## src/rtl/life_pkg.sv

```systemverilog
`default_nettype none
// ============================================================================
// Module   : life_pkg
// Brief    : Shared types and constants for the Life generation sequencer.
// Revision : 1.0 - initial release
// ============================================================================
package life_pkg;

  localparam int GRID_DIM  = 16;
  localparam int GRID_BITS = GRID_DIM * GRID_DIM;

  // Row r occupies bits [255-16r -: 16].
  typedef logic [GRID_BITS-1:0] grid_t;

  typedef enum logic [1:0] {
    OP_LOAD  = 2'd0,
    OP_STEP  = 2'd1,
    OP_RUN   = 2'd2,
    OP_CLEAR = 2'd3
  } cmd_op_t;

  typedef enum logic [1:0] {
    S_IDLE = 2'd0,
    S_HOLD = 2'd1,
    S_STEP = 2'd2,
    S_RUN  = 2'd3
  } seq_state_t;

  typedef enum logic [2:0] {
    STOP_NONE    = 3'd0,
    STOP_HALT    = 3'd1,
    STOP_LIMIT   = 3'd2,
    STOP_EXTINCT = 3'd3,
    STOP_STILL   = 3'd4,
    STOP_PERIOD2 = 3'd5
  } stop_code_t;

endpackage
`default_nettype wire

```

## src/rtl/life_tick_div.sv

```systemverilog
`default_nettype none
// ============================================================================
// Module   : life_tick_div
// Brief    : Generation tick divider. Pulses tick when the counter reaches
//            TICK_DIV-1 while enabled, then wraps to zero.
// Revision : 1.0 - initial release
// ============================================================================
module life_tick_div #(
  parameter int unsigned TICK_DIV = 1
) (
  input  logic clk,
  input  logic reset,
  input  logic clr,
  input  logic en,
  output logic tick
);

  localparam logic [15:0] c_last = 16'(TICK_DIV - 1);

  logic [15:0] cnt_q;
  logic [15:0] cnt_d;

  assign tick = en && (cnt_q == c_last);

  // Next count: clear wins, wrap on tick, otherwise advance while enabled.
  always_comb begin
    cnt_d = cnt_q;
    if (clr) begin
      cnt_d = '0;
    end else if (tick) begin
      cnt_d = '0;
    end else if (en) begin
      cnt_d = cnt_q + 16'd1;
    end
  end

  // Counter register.
  always_ff @(posedge clk) begin
    if (reset) begin
      cnt_q <= '0;
    end else begin
      cnt_q <= cnt_d;
    end
  end

endmodule
`default_nettype wire

```

## src/rtl/life_gen_sequencer.sv

```systemverilog
`default_nettype none
// ============================================================================
// Module   : life_gen_sequencer
// Brief    : Command sequencer for the external Life next-generation datapath.
//            Loads seeds, single-steps or free-runs, counts generations and
//            stops on halt, limit, extinction, still life or period-2.
// Revision : 1.0 - initial release
// ============================================================================
module life_gen_sequencer
  import life_pkg::*;
#(
  parameter int unsigned TICK_DIV = 1,
  parameter int unsigned GEN_W    = 16
) (
  input  logic             clk,
  input  logic             reset,
  input  logic             cmd_valid,
  input  logic [1:0]       cmd_op,
  output logic             cmd_ready,
  input  logic             halt,
  input  grid_t            seed,
  input  logic [GEN_W-1:0] gen_limit,
  output grid_t            dp_cur,
  input  grid_t            dp_next,
  output grid_t            grid,
  output logic [GEN_W-1:0] gen_count,
  output logic             busy,
  output logic [2:0]       stop_code,
  output logic             done
);

  seq_state_t       state_q, state_d;
  grid_t            grid_q, grid_d;
  grid_t            prev_q, prev_d;
  logic [GEN_W-1:0] gen_q, gen_d;
  logic [GEN_W-1:0] limit_q, limit_d;
  stop_code_t       stop_q, stop_d;
  logic             done_q, done_d;
  // Sticky halt request: a one-cycle halt mid-interval still stops the run
  // at the following tick boundary.
  logic             halt_pend_q, halt_pend_d;

  logic             w_accept;
  logic             w_tick;
  logic             w_tick_clr;
  logic             w_halt_eff;
  logic [GEN_W-1:0] w_gen_inc;
  cmd_op_t          w_op;

  assign cmd_ready = (state_q == S_IDLE) || (state_q == S_HOLD);
  assign busy      = (state_q == S_STEP) || (state_q == S_RUN);
  assign w_accept  = cmd_valid && cmd_ready;
  assign w_op      = cmd_op_t'(cmd_op);
  assign w_halt_eff = halt_pend_q || halt;
  // Generation counter saturates at all-ones rather than wrapping.
  assign w_gen_inc = (&gen_q) ? gen_q : gen_q + GEN_W'(1);

  assign dp_cur    = grid_q;
  assign grid      = grid_q;
  assign gen_count = gen_q;
  assign stop_code = stop_q;
  assign done      = done_q;

  life_tick_div #(
    .TICK_DIV (TICK_DIV)
  ) u_tick_div (
    .clk   (clk),
    .reset (reset),
    .clr   (w_tick_clr),
    .en    (state_q == S_RUN),
    .tick  (w_tick)
  );

  // Next-state, command decode and per-tick stop evaluation.
  always_comb begin
    state_d     = state_q;
    grid_d      = grid_q;
    prev_d      = prev_q;
    gen_d       = gen_q;
    limit_d     = limit_q;
    stop_d      = stop_q;
    done_d      = 1'b0;
    halt_pend_d = halt_pend_q;
    w_tick_clr  = 1'b0;

    case (state_q)
      S_IDLE, S_HOLD: begin
        if (w_accept) begin
          case (w_op)
            OP_LOAD: begin
              grid_d  = seed;
              prev_d  = seed;
              gen_d   = '0;
              stop_d  = STOP_NONE;
              state_d = S_HOLD;
            end
            OP_CLEAR: begin
              grid_d  = '0;
              prev_d  = '0;
              gen_d   = '0;
              stop_d  = STOP_NONE;
              state_d = S_IDLE;
            end
            OP_STEP: begin
              // Without a loaded grid there is nothing to step.
              if (state_q == S_HOLD) begin
                state_d = S_STEP;
              end
            end
            OP_RUN: begin
              if (state_q == S_HOLD) begin
                limit_d     = gen_limit;
                stop_d      = STOP_NONE;
                halt_pend_d = halt;
                w_tick_clr  = 1'b1;
                state_d     = S_RUN;
              end
            end
            default: ;
          endcase
        end
      end

      S_STEP: begin
        prev_d  = grid_q;
        grid_d  = dp_next;
        gen_d   = w_gen_inc;
        state_d = S_HOLD;
      end

      S_RUN: begin
        halt_pend_d = halt_pend_q || halt;
        if (w_tick) begin
          if (w_halt_eff) begin
            stop_d = STOP_HALT;
          end else begin
            prev_d = grid_q;
            grid_d = dp_next;
            gen_d  = w_gen_inc;
            if (dp_next == '0) begin
              stop_d = STOP_EXTINCT;
            end else if (dp_next == grid_q) begin
              stop_d = STOP_STILL;
            end else if ((dp_next == prev_q) && (gen_q != '0)) begin
              stop_d = STOP_PERIOD2;
            end else if ((limit_q != '0) && (w_gen_inc == limit_q)) begin
              stop_d = STOP_LIMIT;
            end
          end
          if (stop_d != STOP_NONE) begin
            done_d      = 1'b1;
            halt_pend_d = 1'b0;
            state_d     = S_HOLD;
          end
        end
      end

      default: state_d = S_IDLE;
    endcase
  end

  // State and datapath registers.
  always_ff @(posedge clk) begin
    if (reset) begin
      state_q     <= S_IDLE;
      grid_q      <= '0;
      prev_q      <= '0;
      gen_q       <= '0;
      limit_q     <= '0;
      stop_q      <= STOP_NONE;
      done_q      <= 1'b0;
      halt_pend_q <= 1'b0;
    end else begin
      state_q     <= state_d;
      grid_q      <= grid_d;
      prev_q      <= prev_d;
      gen_q       <= gen_d;
      limit_q     <= limit_d;
      stop_q      <= stop_d;
      done_q      <= done_d;
      halt_pend_q <= halt_pend_d;
    end
  end

endmodule
`default_nettype wire

```

## config.mk

```make
export PLATFORM = sky130hd
export DESIGN_NAME = life_gen_sequencer
export DESIGN_NICKNAME = d
export VERILOG_FILES = /design/src/rtl/life_pkg.sv /design/src/rtl/life_tick_div.sv /design/src/rtl/life_gen_sequencer.sv
export SDC_FILE = /design/constraint.sdc
export NUM_CORES = 2
export LEC_CHECK = 0
export ABC_AREA = 1
export BUFFER_PORTS_ARGS = -buffer_cell sky130_fd_sc_hd__buf_2
export CAP_MARGIN = 10
export CORE_AREA = 5 5 418 420
export CTS_CLUSTER_SIZE = 16
export DETAILED_ROUTE_END_ITERATION = 10
export DIE_AREA = 0 0 423 425
export PLACE_DENSITY_LB_ADDON = 0.1
export SETUP_SLACK_MARGIN = 0.3
export SLEW_MARGIN = 20
export SYNTH_ARGS = -nofsm -noshare
export SYNTH_HDL_FRONTEND = slang
export SYNTH_SLANG_ARGS = --single-unit
```

## constraint.sdc

```tcl
create_clock -name clk -period 5.9 [get_ports clk]
set_input_delay 0.885 -clock clk [delete_from_list [all_inputs] [get_ports clk]]
set_output_delay 0.885 -clock clk [all_outputs]
set_load 0.05 [all_outputs]
```

==> Implementation_results.wiki <==
{| class="wikitable"
! Metric !! Value
|-
| Result of the run || finished clean
|-
| Category of the most critical setup path || flip-flop to flip-flop
|-
| Area taken by multi-input logic gates || 17200 um2
|-
| CTS resizes || 0
|-
| Count of TritonRoute iterations in the first routing pass || 6
|-
| Post-CTS setup repair buffer count || 0
|-
| Hold/Removal Path Class || primary input to flip-flop
|-
| Max FO, Critical Path || 5
|-
| GP Congestion || 0.858
|-
| Synthesis Warnings || 0
|-
| TNS Setup || 0 ps
|-
| Via total after detailed routing || 34400
|-
| Starting Density || 0.188
|-
| Total of hold buffers inserted after clock tree synthesis || 0
|-
| Pwr/cell area || 369 nW/um2
|-
| Sequential cell area in the final layout || 11400 um2
|-
| Level count of the clock H-tree || 3
|-
| Number of max-slew violations in the final report || 0
|-
| Clock slew at reported path FFs || 60 ps
|-
| Via density || 4.55
|-
| Required @ worst endpoint || 6550 ps
|-
| Worst slew pin tran || 1080 ps
|-
| Cell chosen for the clock root || sky130_fd_sc_hd__clkbuf_16
|-
| Final core occ || 0.238
|-
| Worst Setup Slack, final || 2390 ps
|-
| Max cap viols || 0
|-
| Cell count after synthesis || 4557
|-
| Post-Route Hold Slack || 417 ps
|-
| Final period utilization || 0.595
|-
| Final hold violation count || 0
|-
| Clock sink count || 567
|-
| Primary FF master, synth || sky130_fd_sc_hd__dfxtp_1
|-
| Worst-case headroom to the max-slew limit || 0.275
|-
| Overall die width || 423 um
|-
| Post-synth top area share || 0.353
|-
| Final setup violation count || 0
|-
| Minimum period implied by the final worst setup slack || 3510 ps
|-
| Setup slack at placement || 1520 ps
|-
| GRT Resource Usage Total || 0.218
|-
| Routed wirelength normalized by instance count || 27.2 um
|-
| Number of global-route vias before repair || 33200
|-
| Global-route wire length before repair || 278 mm
|-
| # IOs || 1068
|-
| Number of enable-type register cells in the synthesized netlist || 0
|-
| Number of fillers in the final layout || 19200
|-
| Cell types with the largest area share after synthesis || sky130_fd_sc_hd__dfxtp_1 (35%), sky130_fd_sc_hd__nand2_1 (16%), sky130_fd_sc_hd__a31oi_1 (10%)
|-
| Fraction of layout instances using a drive strength above 1 || 0.250
|-
| Pin count of the biggest net entering global routing || 156
|-
| Nets || 5786
|-
| Core region area || 171000 um2
|-
| Startpoint type of the worst setup path || flip-flop
|-
| Leakage || 16.7 nW
|-
| Arrival @ worst endpoint || 4160 ps
|-
| Number of nets in the synthesized netlist || 5099
|-
| Unrepaired setup endpoints after global routing || no
|-
| Die area || 180000 um2
|-
| Flop and latch count out of synthesis || 567
|-
| DRC violation count after routing || 0
|-
| Drt total wl || 206 mm
|-
| Remaining number of nets flagged by the antenna check after routing || 0
|-
| Dominant cell type by area after synthesis || sky130_fd_sc_hd__dfxtp_1
|-
| Total CTS buffers || 82
|-
| Die span in y || 425 um
|-
| FFs w/ async S/R, synth || 0
|-
| Number of I/O port buffers || 1067
|-
| Worst VDD drop || 0.000198 V
|-
| Mean Syn Cell Area || 7.05 um2
|-
| Peak Freq || 285 MHz
|-
| Insertion delay of the later-clocked pin in the worst-skew pair || 700 ps
|-
| Post-DP HPWL || 162 mm
|-
| Crit path capture type || flip-flop
|-
| Number of rows created at floorplan || 152
|-
| Worst-case clock buffer depth || 3
|-
| Sequential share of the synthesized area || 0.353
|-
| Setup clock skew after layout || 45.1 ps
|-
| Combined area of all synthesized cells || 32100 um2
|-
| Area added between synthesis and finish || 26.5%
|-
| Initial antenna violation count || 67
|-
| Post-synthesis cell type count || 41
|-
| Global route overflow || 0
|-
| Number of DRC markers after the initial detailed-route iteration || 2478
|-
| Clock tree from TritonCTS || built
|}
state kept, by name, indices dropped and copies added (netlist names):
name / flops
done: 1
halt_pend_q: 1
prev_q: 256
limit_q: 16
state_q: 2
stop_code: 3
gen_count: 16
dp_cur: 256
u_tick_div.cnt_q: 16
metal layers:
metal / global-route usage / routed length (um) / vias up
met4: 0.0550 / 5410 / 12
met5: 0 / 80 / -
met3: 0.0308 / 8660 / 241
li1: - / - / 16400
met2: 0.385 / 102000 / 1081
met1: 0.278 / 89500 / 16700
power by group:
part | internal [mW] | switching [mW] | leakage, nW
clock | 3.09 | 2.13 | 1.37
sequential | 4.24 | 0.642 | 4.63
combinational | 1.17 | 3.71 | 10.7
cells by family (layout without fill, tap and decap cells):
family	Yosys count	in the layout	share of synthesized area
XOR/XNOR	416	416	0.113
other	0	22	0
AND/OR/NAND/NOR	2254	2254	0.299
flip-flops	567	567	0.353
adder cells (fa/ha/maj)	8	8	0.00312
AO/OA/AOI/OAI	626	626	0.119
buffers and inverters	686	1437	0.112
through the flow:
stage | cells | power, mW | area, um2
finish | 7563 | 15.0 | 40600
global route | 7555 | 15.6 | 40600
CTS | 7541 | 15.2 | 40600
detailed placement | 7393 | 9.90 | 37800
global placement | 7393 | 9.90 | 37800
floorplan | 4557 | 8.13 | 32100
critical path, cell delays in order (launching register included):
cell	delay, ps
sky130_fd_sc_hd__dfxtp_1	440
sky130_fd_sc_hd__xnor2_1	140
sky130_fd_sc_hd__o21ai_0	150
sky130_fd_sc_hd__nor2_1	570
sky130_fd_sc_hd__nand4_1	340
sky130_fd_sc_hd__nor2_1	250
sky130_fd_sc_hd__nand2_1	210
sky130_fd_sc_hd__nor2_1	350
sky130_fd_sc_hd__nand2_1	80
sky130_fd_sc_hd__nor2_1	190
sky130_fd_sc_hd__nor2_1	80
sky130_fd_sc_hd__a21oi_1	250
sky130_fd_sc_hd__nand4_1	170
sky130_fd_sc_hd__nand3_1	100
sky130_fd_sc_hd__nand2_1	60
sky130_fd_sc_hd__inv_1	50
path summary, 6_finish.rpt:
path / startpoint / endpoint / slack [ps] / depth (start not counted)
max reg2reg: dp_cur[8] / state_q[0] / 2390 / 15
min: gen_limit[12] / limit_q[12] / 420 / 3
min reg2reg: u_tick_div.cnt_q[9] / u_tick_div.cnt_q[9] / 480 / 2
max: dp_cur[8] / state_q[0] / 2390 / 15
synth_stat cells (67+ instances only):
cell,number
sky130_fd_sc_hd__nand4_1,67
sky130_fd_sc_hd__xnor2_1,212
sky130_fd_sc_hd__a31oi_1,511
sky130_fd_sc_hd__clkbuf_1,170
sky130_fd_sc_hd__or2_2,75
sky130_fd_sc_hd__buf_4,256
sky130_fd_sc_hd__inv_1,184
sky130_fd_sc_hd__nand2_1,1393
sky130_fd_sc_hd__nand3_1,330
sky130_fd_sc_hd__nor4_1,67
sky130_fd_sc_hd__xor2_1,204
sky130_fd_sc_hd__nor2_1,233
sky130_fd_sc_hd__dfxtp_1,567
cell type report:
cell class,instances,share of cell area
repair buffers,1099,0.141
clock buffers,124,0.0601
flip-flops and latches,567,0.279
multi-input cells,3304,0.423
well taps,2233,0.0688
inverters,190,0.0177
clock inverters,24,0.00822
diodes,22,0.00136
cell usage in the layout, fill, tap and decap left out, types with 21 or more instances in the layout:
cell type,netlist,routed
sky130_fd_sc_hd__a21oi_1,53,53
sky130_fd_sc_hd__a31oi_1,511,511
sky130_fd_sc_hd__buf_2,54,1066
sky130_fd_sc_hd__clkbuf_16,0,83
sky130_fd_sc_hd__clkbuf_8,0,21
sky130_fd_sc_hd__dfxtp_1,567,567
sky130_fd_sc_hd__diode_2,0,22
sky130_fd_sc_hd__inv_1,184,184
sky130_fd_sc_hd__nand2_1,1393,1393
sky130_fd_sc_hd__nand3_1,330,330
sky130_fd_sc_hd__nand4_1,67,67
sky130_fd_sc_hd__nor2_1,233,231
sky130_fd_sc_hd__nor3_1,50,50
sky130_fd_sc_hd__nor4_1,67,66
sky130_fd_sc_hd__o21ai_0,46,46
sky130_fd_sc_hd__or2_2,75,75
sky130_fd_sc_hd__xnor2_1,212,211
sky130_fd_sc_hd__xor2_1,204,204
No activity file was read; power rests on OpenSTA's default activity.
